===== src/rtl/hazard_ctrl_if.sv =====
// -----------------------------------------------------------------------------
// hazard_ctrl_if
// Bundle of pipeline status inputs and pipeline control outputs exchanged
// between the 5-stage datapath and the hazard controller.
//   master : the pipeline side (drives stage status, receives enables/flushes)
//   slave  : the hazard controller
// Inputs to the controller:
//   IF_ID_Rs_addr/IF_ID_Rt_addr/IF_ID_UseRt : sources of the ID instruction
//   ID_EX_Rt_addr/ID_EX_MemRead             : destination/load flag in EX
//   EX_Mem_Branch_taken                     : taken branch/jump resolved in MEM
//   MD_start                                : EX holds a multi-cycle mul/div
//   Mem_req/Mem_ready                       : MEM stage data access handshake
// Outputs of the controller:
//   PC_Write, IF_ID_Write, ID_EX_Write, EX_Mem_Write : register enables
//   IF_ID_Flush, ID_EX_Flush, EX_Mem_Flush           : bubble inserts
//   MD_done                                          : last mul/div cycle
//   Stall_count                                      : saturating stall counter
// -----------------------------------------------------------------------------
interface hazard_ctrl_if #(
    parameter int CNT_W = 16
);
    logic [4:0]       IF_ID_Rs_addr;
    logic [4:0]       IF_ID_Rt_addr;
    logic             IF_ID_UseRt;
    logic [4:0]       ID_EX_Rt_addr;
    logic             ID_EX_MemRead;
    logic             EX_Mem_Branch_taken;
    logic             MD_start;
    logic             Mem_req;
    logic             Mem_ready;
    logic             PC_Write;
    logic             IF_ID_Write;
    logic             ID_EX_Write;
    logic             IF_ID_Flush;
    logic             ID_EX_Flush;
    logic             EX_Mem_Flush;
    logic             EX_Mem_Write;
    logic             MD_done;
    logic [CNT_W-1:0] Stall_count;

    modport master (
        output IF_ID_Rs_addr, IF_ID_Rt_addr, IF_ID_UseRt, ID_EX_Rt_addr,
               ID_EX_MemRead, EX_Mem_Branch_taken, MD_start, Mem_req, Mem_ready,
        input  PC_Write, IF_ID_Write, ID_EX_Write, IF_ID_Flush, ID_EX_Flush,
               EX_Mem_Flush, EX_Mem_Write, MD_done, Stall_count
    );

    modport slave (
        input  IF_ID_Rs_addr, IF_ID_Rt_addr, IF_ID_UseRt, ID_EX_Rt_addr,
               ID_EX_MemRead, EX_Mem_Branch_taken, MD_start, Mem_req, Mem_ready,
        output PC_Write, IF_ID_Write, ID_EX_Write, IF_ID_Flush, ID_EX_Flush,
               EX_Mem_Flush, EX_Mem_Write, MD_done, Stall_count
    );
endinterface


===== src/rtl/hazard_ctrl.sv =====
// -----------------------------------------------------------------------------
// hazard_ctrl
// Pipeline hazard controller for a 5-stage pipeline. Resolves, in priority
// order, data-memory wait, multi-cycle mul/div occupancy of EX, taken-branch
// flush and load-use stall. Control outputs are combinational from the FSM
// state, the mul/div occupancy counter and the inputs; Stall_count is a
// registered saturating count of cycles with PC_Write low.
// Ports:
//   clk_i : clock, rising edge
//   rst_n : asynchronous active-low reset; while low, all enables are 0,
//           all flushes 1, MD_done 0
//   hz    : hazard_ctrl_if slave modport (see interface header)
// Parameters:
//   MD_LATENCY : EX occupancy of a mul/div in cycles (2..15)
//   CNT_W      : Stall_count width
// -----------------------------------------------------------------------------
module hazard_ctrl #(
    parameter int MD_LATENCY = 4,
    parameter int CNT_W      = 16
) (
    input  logic         clk_i,
    input  logic         rst_n,
    hazard_ctrl_if.slave hz
);
    typedef enum logic [1:0] {
        RUN      = 2'd0,
        MEM_WAIT = 2'd1,
        MD_BUSY  = 2'd2
    } state_t;

    // The entry cycle (in RUN) is occupancy cycle 1 and consumes one count of
    // the MD_LATENCY-1 stall cycles, so MD_BUSY starts with one fewer.
    localparam logic [3:0] MD_LOAD = 4'(MD_LATENCY - 2);

    state_t           state_q, state_d;
    state_t           resume_q, resume_d;
    logic [3:0]       md_cnt_q, md_cnt_d;
    logic [CNT_W-1:0] stall_cnt_q, stall_cnt_d;

    logic pc_w, ifid_w, idex_w, exmem_w;
    logic ifid_f, idex_f, exmem_f, md_done;
    logic mem_wait, load_use;

    assign mem_wait = hz.Mem_req && !hz.Mem_ready;

    // $0 is hard-wired zero, so a load into it never creates a dependency.
    assign load_use = hz.ID_EX_MemRead && (hz.ID_EX_Rt_addr != 5'd0) &&
                      ((hz.ID_EX_Rt_addr == hz.IF_ID_Rs_addr) ||
                       (hz.IF_ID_UseRt && (hz.ID_EX_Rt_addr == hz.IF_ID_Rt_addr)));

    always_comb begin
        state_d  = state_q;
        resume_d = resume_q;
        md_cnt_d = md_cnt_q;
        pc_w     = 1'b1;
        ifid_w   = 1'b1;
        idex_w   = 1'b1;
        exmem_w  = 1'b1;
        ifid_f   = 1'b0;
        idex_f   = 1'b0;
        exmem_f  = 1'b0;
        md_done  = 1'b0;

        if (state_q == MEM_WAIT) begin
            // The whole pipeline holds, including the cycle the access
            // completes; the interrupted state resumes on the next cycle
            // with md_cnt untouched.
            pc_w    = 1'b0;
            ifid_w  = 1'b0;
            idex_w  = 1'b0;
            exmem_w = 1'b0;
            if (!mem_wait) begin
                state_d = resume_q;
            end
        end else if (mem_wait) begin
            pc_w     = 1'b0;
            ifid_w   = 1'b0;
            idex_w   = 1'b0;
            exmem_w  = 1'b0;
            state_d  = MEM_WAIT;
            resume_d = (state_q == MD_BUSY) ? MD_BUSY : RUN;
        end else begin
            case (state_q)
                MD_BUSY: begin
                    // Front end holds; EX/MEM receives bubbles until the
                    // result is ready.
                    pc_w    = 1'b0;
                    ifid_w  = 1'b0;
                    idex_w  = 1'b0;
                    exmem_f = 1'b1;
                    if (md_cnt_q == 4'd1) begin
                        md_done  = 1'b1;
                        md_cnt_d = 4'd0;
                        state_d  = RUN;
                    end else begin
                        md_cnt_d = md_cnt_q - 4'd1;
                    end
                end
                RUN: begin
                    if (hz.EX_Mem_Branch_taken) begin
                        ifid_f  = 1'b1;
                        idex_f  = 1'b1;
                        exmem_f = 1'b1;
                    end else if (hz.MD_start) begin
                        pc_w    = 1'b0;
                        ifid_w  = 1'b0;
                        idex_w  = 1'b0;
                        exmem_f = 1'b1;
                        if (MD_LATENCY <= 2) begin
                            md_done = 1'b1;
                        end else begin
                            state_d  = MD_BUSY;
                            md_cnt_d = MD_LOAD;
                        end
                    end else if (load_use) begin
                        pc_w   = 1'b0;
                        ifid_w = 1'b0;
                        idex_f = 1'b1;
                    end
                end
                default: begin
                    state_d = RUN;
                end
            endcase
        end

        // Reset forces a safe, fully flushed pipeline without waiting for a clock.
        if (!rst_n) begin
            pc_w    = 1'b0;
            ifid_w  = 1'b0;
            idex_w  = 1'b0;
            exmem_w = 1'b0;
            ifid_f  = 1'b1;
            idex_f  = 1'b1;
            exmem_f = 1'b1;
            md_done = 1'b0;
        end

        stall_cnt_d = stall_cnt_q;
        if (!pc_w && (stall_cnt_q != '1)) begin
            stall_cnt_d = stall_cnt_q + CNT_W'(1);
        end
    end

    always_ff @(posedge clk_i or negedge rst_n) begin
        if (!rst_n) begin
            state_q     <= RUN;
            resume_q    <= RUN;
            md_cnt_q    <= 4'd0;
            stall_cnt_q <= '0;
        end else begin
            state_q     <= state_d;
            resume_q    <= resume_d;
            md_cnt_q    <= md_cnt_d;
            stall_cnt_q <= stall_cnt_d;
        end
    end

    assign hz.PC_Write     = pc_w;
    assign hz.IF_ID_Write  = ifid_w;
    assign hz.ID_EX_Write  = idex_w;
    assign hz.EX_Mem_Write = exmem_w;
    assign hz.IF_ID_Flush  = ifid_f;
    assign hz.ID_EX_Flush  = idex_f;
    assign hz.EX_Mem_Flush = exmem_f;
    assign hz.MD_done      = md_done;
    assign hz.Stall_count  = stall_cnt_q;
endmodule


===== src/flat_wrapper.sv =====
// flat-port wrapper written by rule: the top's interface ports become plain ports
module hazard_ctrl_flat 
#(
    parameter int MD_LATENCY = 4,
    parameter int CNT_W      = 16
)
  (clk_i, rst_n, hz_IF_ID_Rs_addr, hz_IF_ID_Rt_addr, hz_IF_ID_UseRt, hz_ID_EX_Rt_addr, hz_ID_EX_MemRead, hz_EX_Mem_Branch_taken, hz_MD_start, hz_Mem_req, hz_Mem_ready, hz_PC_Write, hz_IF_ID_Write, hz_ID_EX_Write, hz_IF_ID_Flush, hz_ID_EX_Flush, hz_EX_Mem_Flush, hz_EX_Mem_Write, hz_MD_done, hz_Stall_count);
  hazard_ctrl_if #(.CNT_W(CNT_W)) hz_i ();
  input  logic clk_i;
  input  logic rst_n;
  input wire logic [$bits(hz_i.IF_ID_Rs_addr)-1:0] hz_IF_ID_Rs_addr;
  input wire logic [$bits(hz_i.IF_ID_Rt_addr)-1:0] hz_IF_ID_Rt_addr;
  input wire logic [$bits(hz_i.IF_ID_UseRt)-1:0] hz_IF_ID_UseRt;
  input wire logic [$bits(hz_i.ID_EX_Rt_addr)-1:0] hz_ID_EX_Rt_addr;
  input wire logic [$bits(hz_i.ID_EX_MemRead)-1:0] hz_ID_EX_MemRead;
  input wire logic [$bits(hz_i.EX_Mem_Branch_taken)-1:0] hz_EX_Mem_Branch_taken;
  input wire logic [$bits(hz_i.MD_start)-1:0] hz_MD_start;
  input wire logic [$bits(hz_i.Mem_req)-1:0] hz_Mem_req;
  input wire logic [$bits(hz_i.Mem_ready)-1:0] hz_Mem_ready;
  output wire logic [$bits(hz_i.PC_Write)-1:0] hz_PC_Write;
  output wire logic [$bits(hz_i.IF_ID_Write)-1:0] hz_IF_ID_Write;
  output wire logic [$bits(hz_i.ID_EX_Write)-1:0] hz_ID_EX_Write;
  output wire logic [$bits(hz_i.IF_ID_Flush)-1:0] hz_IF_ID_Flush;
  output wire logic [$bits(hz_i.ID_EX_Flush)-1:0] hz_ID_EX_Flush;
  output wire logic [$bits(hz_i.EX_Mem_Flush)-1:0] hz_EX_Mem_Flush;
  output wire logic [$bits(hz_i.EX_Mem_Write)-1:0] hz_EX_Mem_Write;
  output wire logic [$bits(hz_i.MD_done)-1:0] hz_MD_done;
  output wire logic [$bits(hz_i.Stall_count)-1:0] hz_Stall_count;
  assign hz_i.IF_ID_Rs_addr = hz_IF_ID_Rs_addr;
  assign hz_i.IF_ID_Rt_addr = hz_IF_ID_Rt_addr;
  assign hz_i.IF_ID_UseRt = hz_IF_ID_UseRt;
  assign hz_i.ID_EX_Rt_addr = hz_ID_EX_Rt_addr;
  assign hz_i.ID_EX_MemRead = hz_ID_EX_MemRead;
  assign hz_i.EX_Mem_Branch_taken = hz_EX_Mem_Branch_taken;
  assign hz_i.MD_start = hz_MD_start;
  assign hz_i.Mem_req = hz_Mem_req;
  assign hz_i.Mem_ready = hz_Mem_ready;
  assign hz_PC_Write = hz_i.PC_Write;
  assign hz_IF_ID_Write = hz_i.IF_ID_Write;
  assign hz_ID_EX_Write = hz_i.ID_EX_Write;
  assign hz_IF_ID_Flush = hz_i.IF_ID_Flush;
  assign hz_ID_EX_Flush = hz_i.ID_EX_Flush;
  assign hz_EX_Mem_Flush = hz_i.EX_Mem_Flush;
  assign hz_EX_Mem_Write = hz_i.EX_Mem_Write;
  assign hz_MD_done = hz_i.MD_done;
  assign hz_Stall_count = hz_i.Stall_count;
  hazard_ctrl #(.MD_LATENCY(MD_LATENCY), .CNT_W(CNT_W)) u_core (.clk_i(clk_i), .rst_n(rst_n), .hz(hz_i));
endmodule

===== config.mk =====
export PLATFORM = sky130hd
export DESIGN_NAME = hazard_ctrl_flat
export DESIGN_NICKNAME = d
export VERILOG_FILES = /design/src/rtl/hazard_ctrl_if.sv /design/src/rtl/hazard_ctrl.sv /design/src/flat_wrapper.sv
export SDC_FILE = /design/constraint.sdc
export NUM_CORES = 1
export LEC_CHECK = 0
export CAP_MARGIN = 0
export CELL_PAD_IN_SITES_DETAIL_PLACEMENT = 0
export CELL_PAD_IN_SITES_GLOBAL_PLACEMENT = 1
export CORE_ASPECT_RATIO = 1.5
export CORE_MARGIN = 2
export CORE_UTILIZATION = 34
export CTS_BUF_LIST = sky130_fd_sc_hd__clkbuf_8
export DETAILED_ROUTE_END_ITERATION = 10
export GPL_ROUTABILITY_DRIVEN = 0
export PLACE_DENSITY_LB_ADDON = 0.1
export SLEW_MARGIN = 40
export SYNTH_ARGS = -nofsm -noshare
export SYNTH_HDL_FRONTEND = slang
export SYNTH_SLANG_ARGS = --single-unit

===== constraint.sdc =====
create_clock -name clk_i -period 2.1 [get_ports clk_i]
set_input_delay 0.315 -clock clk_i [delete_from_list [all_inputs] [get_ports clk_i]]
set_output_delay 0.315 -clock clk_i [all_outputs]
set_load 0.01 [all_outputs]

==> results.toml <==
[yosys]
ys_seq_area_share_pct = 41.8
synth_edf_count = 0
synthFlopType = "dfrtp_1"
async_flop_share_pct = 100
ys_types = 34
syn_inst = 149
syn_avg_cell_area_um2 = 9.25
synth.top_cell.area_share_pct = 41.8
synth_top_cell_by_area = "dfrtp_1"
yosys-top-cells-area = "dfrtp_1, xor2_1, xnor2_1"
yosys_warnings = 0
synth_fp_nets = 175
synth_seq_cells = 23
syn_area_um2 = 1380

[route]
drtAntennaViolNets = 0
routed_wl_um = 3760
drc = 0
dr.pass1.iters = 4
vias = 1340
vias_per_cell = 5.00
drt_iter0_markers = 25
wl_per_cell_um = 14.0

[critical_path]
worstSetupStartpoint = "hz_MD_start"
reg2reg_slack_ns = 0.14
cp-end-kind = "primary output"
r2r_start = "u_core.state_q[1]"
critPathArrivalTime_ns = 1.72
worstSetupStartpointType = "input port"
r2r_cells = 8
crit_fanout = 3
cp.required_ns = 1.78
timing.rr.end = "u_core.hz.Stall_count[9]"
path_class = "input port to primary output"
critPathCapture = "hz_ID_EX_Write"

[worst_hold_path]
hold_path_class = "input port to asynchronous set/reset pin"

[die]
coreArea_um2 = 3920
initial_core_util_pct = 35.1
row_count = 28
die-area_um2 = 4590
chipWidth_um = 56.0
io_pins = 47
die_h_um = 82.0

[global_route]
grt_max_degree = 22
grt_first_pass_wirelength_um = 6220
grt_pass1_vias = 1412
grt_overflow_total = 0
track_usage_pct = 17.0
antenna_found_initial = 0

[clocking]
clk_latency_ns = 0.26
htree_levels = 1
postCtsHoldBufs = 0
cts_buffers = 3
cts_tree = "yes"
clk_path_buf_depth = 2
cts_root_buf = "clkbuf_8"
clock_sinks = 23
clkTransAtPathRegs_ns = 0.08

[sta]
final.min_clock_period_ns = 2.04
rsz0062_at_grt = "no"
fin_tns_setup_ns = 0
tightest_slew_ns = 0.649
hold_viol_final = 0
finalCritPeriodShare_pct = 96.9
setup_viol = 0
maxSlewViolCount = 0
slew_headroom_pct = 56.6
skew_ns = 0.00390
fmax_mhz = 491
whs_ns = 0.408

[pwr]
p_per_area_nw_per_um2 = 801
p_leak_nw = 1.04
irDropWorstVdd_mv = 0.841

[placement]
dp.cells = 262
hpwlAfterDp_um = 2870
port_buffers = 46

[job]
max_cap_violations = 0

[finish]
instances_no_fill = 268
diodes = 0
drive_gt1_share_pct = 23.8
final_nets = 250
fillers = 384
seq_area_um2 = 576
multi_input_area_um2 = 871
final_cell_mix = "clkdlybuf4s50_1, buf_4, dfrtp_1, xor2_1, nand2_1"
final_util_pct = 56.7
syn2layout_area_growth_pct = 61.6
final_common_cell = "clkdlybuf4s50_1"

[run_status]
outcome = "finished clean"
cells in the mapped netlist, types with 3 or more instances:
cell,n
dfrtp_1,23
xor2_1,17
nand2_1,14
nor2_1,13
o21ai_0,10
inv_1,8
nand3_1,8
xnor2_1,8
nor3_1,6
nor4_1,4
and3_1,3
ha_1,3
nor2b_1,3
metrics by stage:
step | area (um2) | setup WS [ns] | total power (W)
5_1_grt | 2230 | 0.00434 | 0.00192
4_1_cts | 2160 | -0.000710 | 0.00177
2_1_floorplan | 1380 | 0.176 | 0.00107
3_5_place_dp | 2060 | -0.526 | 0.00147
6_report | 2230 | 0.0648 | 0.00178
3_3_place_gp | 2060 | -0.525 | 0.00146
final cells by class:
| type | count | share of cell area (%) |
|---|---|---|
| well taps | 45 | 2.53 |
| clock buffers | 3 | 1.85 |
| multi-input cells | 115 | 39.1 |
| inverters | 8 | 1.35 |
| clock inverters | 1 | 0.169 |
| repair buffers | 73 | 29.1 |
| flip-flops and latches | 23 | 25.9 |
registers in the layout, summed over array words and instances, names as in the netlist:
signal and flops:
u_core.state_q 2, u_core.hz.Stall_count 16, u_core.md_cnt_q 4, u_core.resume_q 1
power by group:
part	internal (W)	total (W)	switching (W)
logic	0.000435	0.000839	0.000403
registers	0.000564	0.000676	0.000112
clock network	0.000130	0.000268	0.000138
total	0.00113	0.00178	0.000653
cells by family after synthesis:
logic type,Yosys count,share of synthesized area (%)
simple gates,63,23.7
buf+inv,11,3.81
mux,4,3.09
flops,23,41.8
compound gates,20,8.99
fa+ha+maj,3,2.73
xor+xnor,25,15.9
routing by layer:
| metal | share of wire (%) | wire (um) | up-vias | track usage (%) |
|---|---|---|---|---|
| met5 | 0 | 0 | - | 0 |
| met4 | 1.6 | 59 | 0 | 5.48 |
| met3 | 5.0 | 188 | 6 | 3.31 |
| met2 | 52 | 1940 | 46 | 31.9 |
| met1 | 42 | 1580 | 633 | 19.3 |
| li1 | - | - | 655 | - |
worst min path at each step:
stage | cells past startpoint | to
final | 2 | u_core.resume_q[1]
after global routing | 2 | u_core.resume_q[1]
after CTS | 2 | u_core.resume_q[1]
after detailed placement | 1 | u_core.hz.Stall_count[15]
after global placement | 1 | u_core.hz.Stall_count[15]
after floorplan | 0 | u_core.hz.Stall_count[0]
critical path, stage by stage:
cell             delay [ns]
clkdlybuf4s50_1        0.49
nor2b_1                0.25
o21ai_2                0.10
and2_1                 0.17
buf_4                  0.12
dlygate4sd2_1          0.28
what timing repair did:
action | 4_1_cts | 5_1_grt
pin swaps | 9 | 11
resized for setup | 38 | 12
setup buffers | 2 | 0
endpoints found under the setup margin | 18 | 13
Power figures use the tool's default switching activity.
